--- config.mk ---
export PLATFORM = sky130hd
export DESIGN_NAME = sa_wb_collector
export DESIGN_NICKNAME = d
export VERILOG_FILES = /design/src/rtl/sa_wb_collector_pkg.sv /design/src/rtl/sa_wb_fifo.sv /design/src/rtl/sa_wb_collector.sv
export SDC_FILE = /design/constraint.sdc
export NUM_CORES = 1
export LEC_CHECK = 0
export ABC_CLOCK_PERIOD_IN_PS = 3000
export CAP_MARGIN = 20
export CORE_MARGIN = 3
export CORE_UTILIZATION = 57
export CTS_CLUSTER_DIAMETER = 150
export DETAILED_ROUTE_END_ITERATION = 6
export GPL_TIMING_DRIVEN = 0
export PLACE_DENSITY = 0.75
export SLEW_MARGIN = 20
export SYNTH_ARGS = -nofsm -noshare
export SYNTH_HDL_FRONTEND = slang
export SYNTH_SLANG_ARGS = --single-unit
--- constraint.sdc ---
create_clock -name CLK -period 3 [get_ports CLK]
set_input_delay 0.9 -clock CLK [delete_from_list [all_inputs] [get_ports CLK]]
set_output_delay 0.9 -clock CLK [all_outputs]
set_load 0.005 [all_outputs]
--- src/rtl/sa_wb_collector_pkg.sv ---
// Shared parameters for the systolic-array write-back collector:
// psum data width, FSM state encodings and the state enum built from them.
`ifndef SA_WB_COLLECTOR_PARAMS
`define SA_WB_COLLECTOR_PARAMS
`define BIT_PSUM    32
`define WBC_IDLE    2'd0
`define WBC_COLLECT 2'd1
`define WBC_DRAIN   2'd2
`define WBC_DONE    2'd3
`endif

package sa_wb_collector_pkg;

  // Width of one partial-sum word travelling from the core to memory.
  localparam int unsigned PSUM_W = `BIT_PSUM;

  // Collector job phases; encodings are shared with other blocks.
  typedef enum logic [1:0] {
    WBC_ST_IDLE    = `WBC_IDLE,
    WBC_ST_COLLECT = `WBC_COLLECT,
    WBC_ST_DRAIN   = `WBC_DRAIN,
    WBC_ST_DONE    = `WBC_DONE
  } wbc_state_e;

  // A memory beat moves only when a request is offered and accepted.
  function automatic logic wbc_beat(input logic valid, input logic ready);
    return valid & ready;
  endfunction

endpackage

--- src/rtl/sa_wb_fifo.sv ---
// Circular FIFO buffering psum write-backs between the core and memory.
// A push into a full FIFO is only taken when a pop frees a slot that cycle.
module sa_wb_fifo
  import sa_wb_collector_pkg::*;
#(
  parameter int DEPTH = 16,
  parameter int WIDTH = PSUM_W
) (
  input  logic                       clk_i,
  input  logic                       rst_ni,
  input  logic                       clear_i,
  input  logic                       push_i,
  input  logic [WIDTH-1:0]           data_i,
  input  logic                       pop_i,
  output logic [WIDTH-1:0]           head_o,
  output logic [$clog2(DEPTH):0]     count_o,
  output logic                       full_o,
  output logic                       empty_o
);

  localparam int PTR_W = $clog2(DEPTH);
  localparam int CNT_W = PTR_W + 1;

  logic [WIDTH-1:0] mem_q [DEPTH];
  logic [PTR_W-1:0] wr_ptr_q, wr_ptr_d;
  logic [PTR_W-1:0] rd_ptr_q, rd_ptr_d;
  logic [CNT_W-1:0] count_q, count_d;
  logic             do_push;
  logic             do_pop;

  assign full_o  = (count_q == CNT_W'(DEPTH));
  assign empty_o = (count_q == '0);
  assign count_o = count_q;
  assign head_o  = mem_q[rd_ptr_q];

  // Decide which operations happen this cycle and the resulting pointers/occupancy.
  always_comb begin
    do_pop   = pop_i && !empty_o;
    do_push  = push_i && !clear_i && (!full_o || do_pop);
    wr_ptr_d = wr_ptr_q;
    rd_ptr_d = rd_ptr_q;
    count_d  = count_q;
    if (clear_i) begin
      wr_ptr_d = '0;
      rd_ptr_d = '0;
      count_d  = '0;
    end else begin
      if (do_push) begin
        wr_ptr_d = wr_ptr_q + 1'b1;
      end
      if (do_pop) begin
        rd_ptr_d = rd_ptr_q + 1'b1;
      end
      case ({do_push, do_pop})
        2'b10:   count_d = count_q + 1'b1;
        2'b01:   count_d = count_q - 1'b1;
        default: count_d = count_q;
      endcase
    end
  end

  // Pointer and occupancy registers.
  always_ff @(posedge clk_i or negedge rst_ni) begin
    if (!rst_ni) begin
      wr_ptr_q <= '0;
      rd_ptr_q <= '0;
      count_q  <= '0;
    end else begin
      wr_ptr_q <= wr_ptr_d;
      rd_ptr_q <= rd_ptr_d;
      count_q  <= count_d;
    end
  end

  // Storage array; contents are don't-care until written, so no reset.
  always_ff @(posedge clk_i) begin
    if (do_push) begin
      mem_q[wr_ptr_q] <= data_i;
    end
  end

endmodule

--- src/rtl/sa_wb_collector.sv ---
// Collects psum write-backs from the systolic core into a FIFO and streams
// them to consecutive memory word addresses starting at a per-job base.
module sa_wb_collector
  import sa_wb_collector_pkg::*;
#(
  parameter int DEPTH    = 16,
  parameter int BIT_ADDR = 16
) (
  input  logic                     CLK,
  input  logic                     RSTb,
  input  logic                     i_Start,
  input  logic [BIT_ADDR-1:0]      i_Base_Addr,
  input  logic                     i_Valid_WB_In,
  input  logic [PSUM_W-1:0]        i_Data_WB_In,
  input  logic                     i_Flag_Finish_In,
  output logic                     o_Mem_Valid,
  output logic [BIT_ADDR-1:0]      o_Mem_Addr,
  output logic [PSUM_W-1:0]        o_Mem_Data,
  input  logic                     i_Mem_Ready,
  output logic                     o_Done,
  output logic                     o_Overflow,
  output logic [$clog2(DEPTH):0]   o_Count
);

  wbc_state_e          state_q, state_d;
  logic [BIT_ADDR-1:0] addr_q, addr_d;
  logic                ovf_q, ovf_d;

  logic                fifo_clear;
  logic                fifo_push;
  logic                fifo_pop;
  logic [PSUM_W-1:0]   fifo_head;
  logic                fifo_full;
  logic                fifo_empty;
  logic [$clog2(DEPTH):0] fifo_count;

  sa_wb_fifo #(
    .DEPTH (DEPTH),
    .WIDTH (PSUM_W)
  ) u_fifo (
    .clk_i   (CLK),
    .rst_ni  (RSTb),
    .clear_i (fifo_clear),
    .push_i  (fifo_push),
    .data_i  (i_Data_WB_In),
    .pop_i   (fifo_pop),
    .head_o  (fifo_head),
    .count_o (fifo_count),
    .full_o  (fifo_full),
    .empty_o (fifo_empty)
  );

  // Next state, address counter, sticky overflow and all outputs.
  always_comb begin
    state_d     = state_q;
    addr_d      = addr_q;
    ovf_d       = ovf_q;
    fifo_clear  = 1'b0;
    fifo_push   = 1'b0;
    o_Mem_Valid = ((state_q == WBC_ST_COLLECT) || (state_q == WBC_ST_DRAIN)) && !fifo_empty;
    fifo_pop    = wbc_beat(o_Mem_Valid, i_Mem_Ready);
    o_Mem_Addr  = addr_q;
    o_Mem_Data  = fifo_empty ? '0 : fifo_head;
    o_Done      = (state_q == WBC_ST_DONE);
    o_Overflow  = ovf_q;
    o_Count     = fifo_count;

    if (fifo_pop) begin
      addr_d = addr_q + 1'b1;
    end

    case (state_q)
      WBC_ST_IDLE: begin
        if (i_Start) begin
          state_d    = WBC_ST_COLLECT;
          addr_d     = i_Base_Addr;
          ovf_d      = 1'b0;
          fifo_clear = 1'b1;
        end
      end
      WBC_ST_COLLECT: begin
        fifo_push = i_Valid_WB_In;
        if (i_Flag_Finish_In) begin
          state_d = WBC_ST_DRAIN;
        end
      end
      WBC_ST_DRAIN: begin
        fifo_push = i_Valid_WB_In;
        // A push arriving while empty still has to be written, so wait for it.
        if (fifo_empty && !i_Valid_WB_In) begin
          state_d = WBC_ST_DONE;
        end
      end
      WBC_ST_DONE: begin
        state_d = WBC_ST_IDLE;
      end
      default: begin
        state_d = WBC_ST_IDLE;
      end
    endcase

    if (fifo_push && fifo_full && !fifo_pop) begin
      ovf_d = 1'b1;
    end
  end

  // Job state, destination address counter and overflow flag registers.
  always_ff @(posedge CLK or negedge RSTb) begin
    if (!RSTb) begin
      state_q <= WBC_ST_IDLE;
      addr_q  <= '0;
      ovf_q   <= 1'b0;
    end else begin
      state_q <= state_d;
      addr_q  <= addr_d;
      ovf_q   <= ovf_d;
    end
  end

endmodule
==> impl_results.md, run 1 <==
* Post-synth EDFFs at 512
* Placed cell areas at 0.0234 mm2
* DP Cell Count at around 1600
* Critical Path RT at 2.10 ns
* Overall power at 24.5 mW
* Slew Limit Headroom at a little over two fifths
* Initial drt markers at 1347
* Root buffer cell: clkbuf_16
* Hold Fails Final Rpt at 0
* Clock skew at 0.0119 ns
* Top-count cell post-synth: edfxtp_1
* Core area at approximately 0.037 mm2
* Total global routing overflow at 0
* Pre-antenna DRT Iters at 5
* Top post-synthesis cells by area: edfxtp_1 72%, mux4_2 14%, dfrtp_1 3.8%
* Peak supply drop at 0.587 mV
* Top post-synthesis cells by count: 512 x edfxtp_1, 128 x mux4_2, 70 x mux2i_1, 35 x nand2_1, 34 x o22ai_1
* CTS Hold Bufs at 0
* Crit Path Max Fanout at 8
* I/O pins at 110
* Final Net Count at 1333
* DRC Markers at 0
* Num CTS Buffers at 54
* P_leak at roughly 8.8 nW
* Total wire length at between 50000 and 60000 um
* Largest net degree at the start of global routing at 30
* R2R setup slack at 0.20 ns
* Flops & latches, synth at approximately 540
* Via Count at 11200
* Die H at 200 um
* Multi-input gate area at 0.00519 mm2
* Worst Setup Start Kind: flop
* Routed WL per cell at 29.0 um
* Layout area overhead at 24.1%
* Total GRT Usage at 26.2%
* Share of layout cells above drive strength 1 at 34.0%
* Area of the die at 0.0398 mm2
* RSZ-0062 raised after global routing: yes
* F_max at a little under 0.3 GHz
* Final min period at about 3.5 ns
* Die width at between 150 and 200 um
* Post-Syn Nets at 1078
* Htree depth at 2
* Mapped Area at ~0.021 mm2
* Synth cell types at 38
* CP arrival at 2.56 ns
* Final core occ at between 70% and 80%
* Vias in the first global route at about 12000
* CP Capture Type: output pin
* Max_cap viols at 0
* # rows at 70
* Sequential-to-total area share from yosys stat at 75.8%
* Status: finished with violations
* Sequential cell area at 0.0162 mm2
* Initial antenna violation count at 0
* Ys Warns at 0
* Final worst slack at -0.456 ns
* Hold crit path type: primary input to async pin
* Leading area contributor after synthesis: edfxtp_1
* Post-DP HPWL at 28000 um
* Max Slew Vio Count at 0
* Async S/R FF share, synth at under 10%
* Initial Utilization at 58.0%
* CTS clk-pin slew, worst paths at 0.07 ns
* Final setup viols at 32
* Top FF cell, synth: edfxtp_1
* Final instance area at 0.0265 mm2
* Ant diodes at 0
* Avg Inst Size Synth at around 21 um2
* Clock Path Buffers at 3
* Kind of critical path: flop to output pin
* Sink Count at 544
* First-pass GRT wire length at between 70000 and 80000 um
* Gate Count Post-Synth at 1009
* Top-area cell type share of the netlist area at 72.0%
* CTS tree: built
* Finished Layout Cells at 1778
* Failing checks: negative setup slack
* Post-route setup TNS at -11.92 ns
* Fin crit share at 115%
* Final Wtd Congestion at 0.779
* PwrDens at just over 900 mW/mm2
* Layout fillers at 2105
* Slew @ Worst Pin at 0.861 ns
* Worst skew pair latency at 0.60 ns
* IO Port Bufs at approximately 110
* Post-DRT Antenna Nets at 0
* Via density at 6.32
cell type report:
cell class / count / share of cell area (%)
buffer: 45 / 2.03
clock buffer: 75 / 5.55
clock inverter: 27 / 0.812
inverter: 14 / 0.212
multi-input combinational: 402 / 19.6
sequential: 544 / 61.1
tap: 468 / 2.21
timing repair buffer: 203 / 8.54
what timing repair did:
item | CTS | global route
resized for setup | 348 | 45
setup endpoints to repair | 198 | 204
buffers inserted | 60 | 16
pin swaps | 30 | 23
gates cloned | 7 | 2
final timing paths:
kind                                         start           endpoint  cells after the start
worst max register to register   u_fifo.count_o[0]  u_fifo.count_o[4]                     10
min in group CLK                        o_Overflow         o_Overflow                      2
worst min-delay path                          RSTb  u_fifo.count_o[2]                      1
worst max-delay path            u_fifo.rd_ptr_q[0]     o_Mem_Data[27]                      8
worst min register to register          o_Overflow         o_Overflow                      2
max in group asynchronous                     RSTb  u_fifo.count_o[0]                      2
placed cells by master, fill, tap and decap left out, types with 6 or more instances in the layout:
master	n
edfxtp_1	512
mux4_2	128
clkdlybuf4s50_1	75
clkbuf_16	59
mux2i_1	47
buf_6	36
buf_12	34
nand2_1	33
buf_4	30
buf_2	30
dfrtp_1	28
clkbuf_1	22
o22ai_1	21
mux2i_2	21
o21ai_0	18
xor2_1	17
o22ai_2	13
ha_1	13
inv_1	12
nor2_1	12
and2_4	12
clkinv_2	12
buf_8	11
nand3_1	10
clkbuf_8	10
nand4_1	8
clkbuf_2	8
a21oi_1	6
xnor2_1	6
registers in the layout (all words and copies together), names as in the netlist:
register	flops
u_fifo.count_o	5
o_Mem_Addr	16
u_fifo.mem_q	512
u_fifo.wr_ptr_q	4
u_fifo.rd_ptr_q	4
state_q	2
o_Overflow	1
metrics by stage:
stage / setup WS (ns) / hold slack [ns]
6_report: -0.456 / 0.113
5_1_grt: -0.495 / 0.0985
4_1_cts: -0.499 / 0.0909
3_5_place_dp: -0.955 / 0.511
3_3_place_gp: -1.61 / 0.514
2_1_floorplan: 0.0366 / 0.473
worst max-delay path, cell delays in order, from the launching register on:
cell and delay (ns):
dfrtp_2 0.41, buf_12 0.13, clkbuf_16 0.15, buf_12 0.14, buf_8 0.11, mux4_2 0.51, mux2i_2 0.20, o22ai_2 0.13
buf_2 0.15
power by group:
group	total, mW	internal (mW)	switching [mW]
logic	8.84	4.71	4.13
clock network	6.46	3.62	2.85
registers	9.20	8.86	0.335
cells by family after synthesis:
kind of cell / share of synthesized area (%)
AOI/OAI and AO/OA: 2.16
DFF: 75.8
muxes: 16.8
buffers and inverters: 1.18
and+or+nand+nor: 2.26
xor gates and xnor gates: 0.943
adders and majority gates: 0.914
per-layer routing:
metal / vias up / GRT usage [%] / routed length [um]
met2: 578 / 44.6 / 26400
li1: 4692 / - / -
met4: 0 / 8.89 / 1670
met5: - / 0 / 0
met1: 5863 / 35.3 / 19800
met3: 101 / 4.32 / 3740
No activity file was read; power rests on OpenSTA's default activity.
==> run 2, diff against run 1 <==
DONT_BUFFER_PORTS = 1   (was unset)
PLACE_DENSITY = 0.71   (was 0.75)
==> run 2 against run 1 <==
Clock skew is 0.0071 ns higher. Maximum frequency is 6.8% higher. Highest routed layer unchanged. Sequential cell count stayed put. Critical path depth is 3 lower. Clock-buffer cell count is 9 lower. The flow still finishes with violations (negative setup slack). Wire length is 13% lower. Setup slack better by 0.22 ns. Die area stayed put. Clock power is 3% lower. Core utilization is 5.0 points lower.
==> impl_results.md, run 2 (synthesized netlist as in run 1, its figures left out) <==
* Initial drt markers at 1056 (-22%)
* Post-DP HPWL at 27900 um (-0.19%)
* Most frequent cells in the layout: 512 x edfxtp_1, 128 x mux4_2, 55 x clkbuf_16
* Failing checks: negative setup slack
* Post-route setup TNS at -5.56 ns (+6.37 ns)
* FF-to-FF path depth at 9 (-1)
* Crit Path Max Fanout at 10 (+2)
* DRC Markers at 0 (unchanged)
* Max Slew Vio Count at 0 (unchanged)
* Post-DRT Antenna Nets at 0 (unchanged)
* Routed wl met2 at 22100 um (-16%)
* Slew Limit Headroom at 39.0% (-3.5 points)
* Final Net Count at 1156 (-13%)
* Total global routing overflow at 0 (unchanged)
* Layout fillers at 2299 (+9.2%)
* Max_cap viols at 0 (unchanged)
* Most common cell after layout, fill and taps aside: edfxtp_1
* Crit-path cells: clkbuf_16 > buf_12 > mux4_2 > mux2i_2 > o22ai_2
* I/O pins at 110 (unchanged)
* Hold Fails Final Rpt at 0 (unchanged)
* Via Count at 10200 (-9.1%)
* Worst path slowest cell: mux4_2
* Top sig layer: met4
* CP Depth at 5 (-3)
* Switch share at 29.1% (-0.73 points)
* Die H at 200 um (unchanged)
* First-pass GRT wire length at 67000 um (-11%)
* DP Cell Count at 1494 (-6.8%)
* # rows at 70 (unchanged)
* F_max at 0.309 GHz (+6.8%)
* Routed WL per cell at 28.3 um (-2.5%)
* Family with the most delay on the worst path: multiplexers
* Vias in the first global route at 10600 (-11%)
* Initial Utilization at 58.0% (unchanged)
* Core area at 0.0368 mm2 (unchanged)
* Met3 WL at 3580 um (-4.4%)
* Via density at 6.41 (+1.4%)
* Final min period at 3.24 ns (-0.220 ns)
* Peak supply drop at 0.563 mV (-4.0%)
* Clk network pwr share at 28.3% (+1.9 points)
* Htree depth at 2 (unchanged)
* Worst Setup Start Kind: flop
* Largest stage delay, worst path at 0.51 ns (about the same)
* Total wire length at 45100 um (-13%)
* Layout area overhead at 15.6%
* Largest net degree at the start of global routing at 33 (+10%)
* Sequential cell area at 0.0162 mm2 (about the same)
* CP arrival at 2.34 ns (-0.22 ns)
* Total GRT Usage at 23.2% (-3.1 points)
* Kind of critical path: flop to output pin
* Hold crit path type: primary input to async pin
* Combinational power share at 29.9% (-6.2 points)
* Critical Path RT at 2.10 ns (about the same)
* Status: finished with violations
* IO Port Bufs at 0 (-100%)
* Share of layout cells above drive strength 1 at 29.2% (-4.8 points)
* CTS clk-pin slew, worst paths at 0.07 ns (about the same)
* Initial antenna violation count at 0 (unchanged)
* CP Capture Type: output pin
* Num CTS Buffers at 52 (-3.7%)
* Hold_ws at 0.142 ns (+0.0290 ns)
* Top reg by flops: u_fifo.mem_q
* Multi-input gate area at 0.00521 mm2 (+0.31%)
* Final worst slack at -0.235 ns (+0.220 ns)
* PwrDens at 895 mW/mm2 (-3.2%)
* Pint at 15.7 mW (-8.9%)
* Die width at 200 um (unchanged)
* Fin crit share at 108% (-7.3 points)
* Final Wtd Congestion at 0.750 (-3.7%)
* Root buffer cell: clkbuf_16
* CTS tree: built
* WP buf/inv at 2 (-3)
* P_leak at 7.87 nW (-10%)
* Worst skew pair latency at 0.59 ns (about the same)
* Sequential Power Share at 41.7% (+4.2 points)
* DRT met1 WL at 18300 um (-7.3%)
* Area of the die at 0.0398 mm2 (unchanged)
* Slew @ Worst Pin at 0.913 ns (+0.0525 ns)
* Final core occ at 67.1% (-5.0 points)
* Max reg flops at 512 (unchanged)
* P_sw at 6.43 mW (-12%)
* Clock skew at 0.0191 ns (+0.00715 ns)
* Clock Path Buffers at 3 (unchanged)
* Finished Layout Cells at 1594 (-10%)
* Ant diodes at 0 (unchanged)
* RSZ-0062 raised after global routing: yes
* Final setup viols at 32 (unchanged)
* Pre-antenna DRT Iters at 5 (unchanged)
* Sink Count at 544 (unchanged)
run 2: per-stage QoR:
stage	power, mW	instance area [um2]	setup slack [ns]
final	22.1	24700	-0.235
after global routing	23.0	24700	-0.324
after detailed placement	15.0	22400	-0.544
after CTS	22.0	24500	-0.249
after floorplan	13.3	21400	0.0366
after global placement	14.8	21900	-0.970
run 2: worst paths after layout:
check	startpoint	to	slack [ns]
max in group asynchronous	RSTb	u_fifo.rd_ptr_q[0]	2.65
hold / removal	RSTb	o_Mem_Addr[2]	0.14
setup / recovery	u_fifo.rd_ptr_q[0]	o_Mem_Data[0]	-0.24
hold reg to reg	o_Overflow	o_Overflow	0.54
min in group CLK	i_Data_WB_In[29]	u_fifo.mem_q[0][29]	0.41
setup reg to reg	state_q[1]	u_fifo.mem_q[4][15]	0.17
run 2: final cells by class:
type	count	share of cell area [%]
sequential	544	65.6
multi-input combinational	402	21.1
clock buffer	66	5.61
tap	468	2.37
timing repair buffer	25	2.20
buffer	48	2.03
clock inverter	27	0.903
inverter	14	0.213
run 2: what timing repair did:
item / 4_1_cts / 5_1_grt
cloned: 1 / 1
hold endpoints to repair: 32 / 0
hold buffers: 1 / 0
setup buffers: 1 / 4
setup endpoints to repair: 48 / 374
resized for setup: 147 / 41
pin swaps: 1 / 2
run 2: power by group through the flow:
stage          clock network, mW  registers, mW  logic (mW)
3_3_place_gp                   0           9.35        5.50
5_1_grt                     6.66           9.26        7.09
2_1_floorplan                  0           9.25        4.08
4_1_cts                     6.36           9.21        6.39
6_report                    6.26           9.21        6.61
3_5_place_dp                   0           9.35        5.68
run 2: routing by layer:
metal  vias up  track usage, %
met2       444            36.6
met4         0            7.50
met5         -               0
met3        82            5.33
met1      5362            32.8
li1       4326               -
